File: src/rtl/dsm_pkg.sv
// Shared DSM definitions: MASH word width, signed sample type and the
// CIC accumulator width helper used by the modulator and decimator.
package dsm_pkg;

    localparam int MASH_BW_DEF = 4;

    typedef logic signed [MASH_BW_DEF-1:0] mash_t;

    // Hogenauer register growth: ORDER * log2(R*M), with M = 1.
    function automatic int cic_acc_w(int mash_bw, int order, int decim);
        return mash_bw + order * $clog2(decim);
    endfunction

endpackage

File: src/rtl/mash_cic_decimator_if.sv
// Stream bundle for the MASH CIC decimator.
// master drives in_valid/in_data and sinks out_valid/out_data; slave is the block.
interface mash_cic_decimator_if #(
    parameter int MASH_BW = 4,
    parameter int WIDTH   = 16
) ();

    logic                      in_valid;
    logic signed [MASH_BW-1:0] in_data;
    logic                      out_valid;
    logic signed [WIDTH-1:0]   out_data;

    modport master (
        output in_valid, in_data,
        input  out_valid, out_data
    );

    modport slave (
        input  in_valid, in_data,
        output out_valid, out_data
    );

endinterface

File: src/rtl/cic_comb_stage.sv
// One registered CIC comb (differentiator, M = 1): y = x - x_prev.
// Ports: aclk, rst_n, clear, in_valid/in_data in, out_valid/out_data out.
module cic_comb_stage #(
    parameter int W = 16
) (
    input  logic                aclk,
    input  logic                rst_n,
    input  logic                clear,
    input  logic                in_valid,
    input  logic signed [W-1:0] in_data,
    output logic                out_valid,
    output logic signed [W-1:0] out_data
);

    logic signed [W-1:0] x_prev;

    always_ff @(posedge aclk or negedge rst_n) begin
        if (!rst_n) begin
            x_prev    <= '0;
            out_data  <= '0;
            out_valid <= 1'b0;
        end else if (clear) begin
            x_prev    <= '0;
            out_data  <= '0;
            out_valid <= 1'b0;
        end else begin
            out_valid <= in_valid;
            if (in_valid) begin
                out_data <= in_data - x_prev;
                x_prev   <= in_data;
            end
        end
    end

endmodule

File: src/rtl/mash_cic_decimator.sv
// MASH stream -> PCM: ORDER integrators, decimate by DECIM, ORDER combs.
// Ports: aclk, rst_n (async low), clear (sync flush), bus (slave stream).
module mash_cic_decimator
    import dsm_pkg::*;
#(
    parameter int MASH_BW = MASH_BW_DEF,
    parameter int WIDTH   = 16,
    parameter int ORDER   = 3,
    parameter int DECIM   = 16
) (
    input  logic                 aclk,
    input  logic                 rst_n,
    input  logic                 clear,
    mash_cic_decimator_if.slave  bus
);

    localparam int ACC_W = cic_acc_w(MASH_BW, ORDER, DECIM);
    localparam int CNT_W = $clog2(DECIM);

    typedef logic signed [ACC_W-1:0] acc_t;

    acc_t             integ [ORDER];
    acc_t             x_ext;
    logic [CNT_W-1:0] cnt;
    logic             tick;

    acc_t             comb_d [ORDER+1];
    logic             comb_v [ORDER+1];
    logic signed [WIDTH-1:0] scaled;

    assign x_ext = acc_t'(bus.in_data);
    assign tick  = bus.in_valid && !clear && (cnt == CNT_W'(DECIM - 1));

    // Integrators wrap freely; the combs cancel the modular overflow.
    always_ff @(posedge aclk or negedge rst_n) begin
        if (!rst_n) begin
            for (int i = 0; i < ORDER; i++) integ[i] <= '0;
            cnt <= '0;
        end else if (clear) begin
            for (int i = 0; i < ORDER; i++) integ[i] <= '0;
            cnt <= '0;
        end else if (bus.in_valid) begin
            integ[0] <= integ[0] + x_ext;
            for (int i = 1; i < ORDER; i++) integ[i] <= integ[i] + integ[i-1];
            cnt <= cnt + 1'b1;
        end
    end

    // Decimation point: last integrator sampled once per block.
    always_ff @(posedge aclk or negedge rst_n) begin
        if (!rst_n) begin
            comb_v[0] <= 1'b0;
            comb_d[0] <= '0;
        end else if (clear) begin
            comb_v[0] <= 1'b0;
            comb_d[0] <= '0;
        end else begin
            comb_v[0] <= tick;
            if (tick) comb_d[0] <= integ[ORDER-1];
        end
    end

    for (genvar g = 0; g < ORDER; g++) begin : g_comb
        cic_comb_stage #(.W(ACC_W)) u_comb (
            .aclk      (aclk),
            .rst_n     (rst_n),
            .clear     (clear),
            .in_valid  (comb_v[g]),
            .in_data   (comb_d[g]),
            .out_valid (comb_v[g+1]),
            .out_data  (comb_d[g+1])
        );
    end

    if (ACC_W >= WIDTH) begin : g_trunc
        assign scaled = comb_d[ORDER][ACC_W-1 -: WIDTH];
    end else begin : g_shift
        assign scaled = WIDTH'(comb_d[ORDER]) <<< (WIDTH - ACC_W);
    end

    always_ff @(posedge aclk or negedge rst_n) begin
        if (!rst_n) begin
            bus.out_valid <= 1'b0;
            bus.out_data  <= '0;
        end else if (clear) begin
            bus.out_valid <= 1'b0;
            bus.out_data  <= '0;
        end else begin
            bus.out_valid <= comb_v[ORDER];
            if (comb_v[ORDER]) bus.out_data <= scaled;
        end
    end

endmodule

File: src/flat_wrapper.sv
// flat-port wrapper written by rule: the top's interface ports become plain ports
module mash_cic_decimator_flat import dsm_pkg::*;
#(
    parameter int MASH_BW = MASH_BW_DEF,
    parameter int WIDTH   = 16,
    parameter int ORDER   = 3,
    parameter int DECIM   = 16
)
  (aclk, rst_n, clear, bus_in_valid, bus_in_data, bus_out_valid, bus_out_data);
  mash_cic_decimator_if #(.MASH_BW(MASH_BW), .WIDTH(WIDTH)) bus_i ();
  input  logic aclk;
  input  logic rst_n;
  input  logic clear;
  input wire logic [$bits(bus_i.in_valid)-1:0] bus_in_valid;
  input wire logic [$bits(bus_i.in_data)-1:0] bus_in_data;
  output wire logic [$bits(bus_i.out_valid)-1:0] bus_out_valid;
  output wire logic [$bits(bus_i.out_data)-1:0] bus_out_data;
  assign bus_i.in_valid = bus_in_valid;
  assign bus_i.in_data = bus_in_data;
  assign bus_out_valid = bus_i.out_valid;
  assign bus_out_data = bus_i.out_data;
  mash_cic_decimator #(.MASH_BW(MASH_BW), .WIDTH(WIDTH), .ORDER(ORDER), .DECIM(DECIM)) u_core (.aclk(aclk), .rst_n(rst_n), .clear(clear), .bus(bus_i));
endmodule
File: config.mk
export PLATFORM = sky130hd
export DESIGN_NAME = mash_cic_decimator_flat
export DESIGN_NICKNAME = d
export VERILOG_FILES = /design/src/rtl/dsm_pkg.sv /design/src/rtl/mash_cic_decimator_if.sv /design/src/rtl/cic_comb_stage.sv /design/src/rtl/mash_cic_decimator.sv /design/src/flat_wrapper.sv
export SDC_FILE = /design/constraint.sdc
export NUM_CORES = 1
export LEC_CHECK = 0
export BUFFER_PORTS_ARGS = -buffer_cell sky130_fd_sc_hd__buf_2
export CORE_AREA = 10 10 161 163
export CTS_CLUSTER_DIAMETER = 150
export DETAILED_ROUTE_END_ITERATION = 16
export DIE_AREA = 0 0 171 173
export GPL_ROUTABILITY_DRIVEN = 0
export HOLD_SLACK_MARGIN = 0.08
export PLACE_DENSITY = 0.66
export SLEW_MARGIN = 10
export SYNTH_ARGS = -nofsm -noshare
export SYNTH_HDL_FRONTEND = slang
export SYNTH_SLANG_ARGS = --single-unit
File: constraint.sdc
create_clock -name aclk -period 2.85 [get_ports aclk]
set_input_delay 0.7125 -clock aclk [delete_from_list [all_inputs] [get_ports aclk]]
set_output_delay 0.7125 -clock aclk [all_outputs]
set_load 0.01 [all_outputs]
==> qor.yml <==
nets: 1457
drtIter0Drc: 536
grt_setup_unrepaired: "false"
internal_power_mw: 4.510
cts_resized: 0
dieArea_um2: 29580
ctsLongestPathBuffers: 2
met3_usage_pct: 3.052
max_freq_ghz: 0.3917
drive_above_1_share_pct: 7.862
finalSetupTns_ps: 0
fin_crit_ps: 2553
rr_worst_depth: 11
drt-pass1-iter-count: 5
grt_pass1_vias: 9409
hold_violations: 0
syn_area_um2: 12220
status: "complete, no violations"
synthArstFlopShare_pct: 100.0
wl_per_cell_um: 15.86
numCtsBuffers: 17
die_w_um: 171
crit_type: "reg2reg"
synthCells: 1343
cp.required_ps: 3150
p_per_area_nw_per_um2: 465.1
cts_sinks: 185
wirelength_um: 26110
path_clk_slew_ps: 70
clk_latency_ps: 440
fin_util_pct: 58.89
endpoint_kind: "flop"
synth_edf_count: 0
ys_seq_area_share_pct: 37.88
r2r_setup_slack_ps: 300
use_met1_pct: 22.93
ios: 25
synth_top_area_share_pct: 37.88
yosysTopAreaCell: "dfrtp_1"
gr-total-overflow: 0
p_leak_nw: 6.164
irDropWorstVdd_mv: 0.3309
synth_area_leaders: "dfrtp_1, ha_1, mux2i_1"
cts_tree: "built"
avgSynthCellArea_um2: 9.099
final_common_cell: "nor2_1"
vias_per_cell: 5.718
p_clk_share_pct: 39.6
synthesis.nets: 1451
cts_hold_buf: 0
cts_setup_buffers: 0
yosysWarningCount: 0
grt_max_degree: 55
root_buffer: "clkbuf_16"
grt_pass1_wl_um: 45170
hpwl_um: 18990
die_height_um: 173
arrival_ps: 2850
grtUsageTotal_pct: 18.03
fin_crit_sh_pct: 89.58
met2_usage_pct: 30.67
diodes: 0
cp_top_family: "compound AO/OA/AOI/OAI gates"
coreArea_um2: 22570
cap_violations: 0
crit_buf_inv: 2
path_cells: "ha_1 -> inv_1 -> fa_1 -> nor2b_1 -> o21ai_1 -> a2111oi_1 -> buf_4 -> o31ai_2 -> xnor2_1 -> mux2i_1 -> nor2_1"
synth-seq-cells: 185
vias: 9412
p_sw_share_pct: 27.04
slew_headroom_pct: 30.78
min_path_type: "in2async"
worstMarginPinSlew_ps: 1038
finalSetupViolations: 0
start_kind: "flop"
crit_slowest_cell: "a2111oi_1"
r2r-start: "u_core.integ[16]"
r2r_end: "u_core.integ[14]"
seqPwrFrac_pct: 45.3
switching_power_mw: 1.672
htree_levels: 4
final_cell_mix: "nor2_1, dfrtp_1, mux2i_1, ha_1, nand2_1"
port_buffers: 24
drc_errors: 0
synthToLayoutAreaGrowth_pct: 8.764
rows: 55
slew_viol_final: 0
postRouteAntennaNets: 0
fin_skew_ps: 12.31
antenna_found_initial: 0
ys_types: 77
ys.flop_type: "dfrtp_1"
start_util_pct: 54.14
cp_max_fo: 3
comb_power_share_pct: 15.1
busiest_layer: "met2"
crit_path_max_incr_delay_ps: 490
==> power groups by stage <==
stage	Combinational [mW]	Sequential, mW	Clock, mW
after CTS	0.934	2.80	2.50
after detailed placement	0.928	2.85	0
after global placement	0.907	2.85	0
after floorplan	0.711	2.81	0
final	0.933	2.80	2.45
after global routing	1.05	2.81	2.61
==> synth_stat cells, drive strengths merged (4+ instances only) <==
library cell	n
a21o	31
a311oi	4
a211o	4
nand2b	27
o2111ai	4
clkbuf	45
nor4b	4
nand3b	23
o211ai	6
xor2	15
o221ai	6
o22ai	11
xnor2	36
nor2	196
and3	6
o21a	17
buf	20
mux2	4
o31ai	11
nand2	86
dfrtp	185
nor3	24
nand4	16
nor2b	17
a21boi	5
a311o	4
a211oi	22
ha	94
a21oi	73
a31oi	11
o21ai	56
mux2i	105
fa	6
nor3b	8
or2	4
inv	86
or3	7
nand3	23
o21bai	6
==> cell families (layout without fill, tap and decap cells) <==
kind of cell	count (synthesis)	after routing	share of synthesized area, %
buffers and inverters	153	171	4.976
xor gates and xnor gates	51	51	3.655
AOI/OAI and AO/OA	292	292	16.26
adders and majority gates	100	100	10.61
DFF	185	185	37.88
muxes	109	109	8.969
and+or+nand+nor	453	453	17.65
==> per-layer routing <==
layer	wire [µm]	vias to the layer above
li1	-	4750
met1	12270	4535
met2	12870	89
met3	491	38
met4	475	0
met5	0	-
==> worst reg2reg max path: cells and delay by family (launching register included) <==
kind                     cells  cell delay, ps
AO/OA/AOI/OAI                3             690
adder cells (fa/ha/maj)      2             600
flip-flops                   1             380
buffers and inverters        2             270
AND/OR/NAND/NOR              2             220
multiplexers                 1             150
XOR/XNOR                     1             130
==> through the flow <==
stage          worst slack (ps)  area, µm²  cells  hold WS, ps  power, mW
5_1_grt                   53.91      13290   1646        249.4      6.474
3_5_place_dp              23.69      12690   1615        494.2      3.779
2_1_floorplan             312.6      12220   1343        416.9      3.520
6_report                  297.0      13290   1646        226.5      6.182
3_3_place_gp              100.0      12690   1615        489.6      3.757
4_1_cts                   284.3      13290   1646        240.8      6.232
==> cell type report <==
cell class | instances | area (µm²)
multi-input combinational | 1005 | 6983
clock buffer | 20 | 456.7
sequential | 185 | 4632
fill | 2019 | 9280
timing repair buffer | 53 | 390.4
tap | 285 | 356.6
inverter | 87 | 326.6
clock inverter | 11 | 146.4
==> state kept, by name, indices dropped and copies added, names as in the netlist <==
name and flops:
u_core.bus.out_data 16, u_core.g_comb.u_comb.out_valid 3, u_core.cnt 4, u_core.integ 48
u_core.g_comb.u_comb.out_data 48, u_core.comb_v 1, u_core.g_comb.u_comb.x_prev 48, u_core.bus.out_valid 1
u_core.comb_d 16
==> worst max-delay path by stage <==
| stage | endpoint | cells after the start | from | slack, ps |
|---|---|---|---|---|
| floorplan | u_core.integ[47] | 8 | bus_in_data[3] | 310 |
| global placement | u_core.integ[47] | 9 | bus_in_data[3] | 100 |
| detailed placement | u_core.integ[47] | 9 | bus_in_data[3] | 20 |
| CTS | u_core.integ[14] | 11 | u_core.integ[16] | 280 |
| global route | u_core.integ[14] | 11 | u_core.integ[16] | 50 |
| finish | u_core.integ[14] | 11 | u_core.integ[16] | 300 |
No activity file was read; power rests on OpenSTA's default activity.
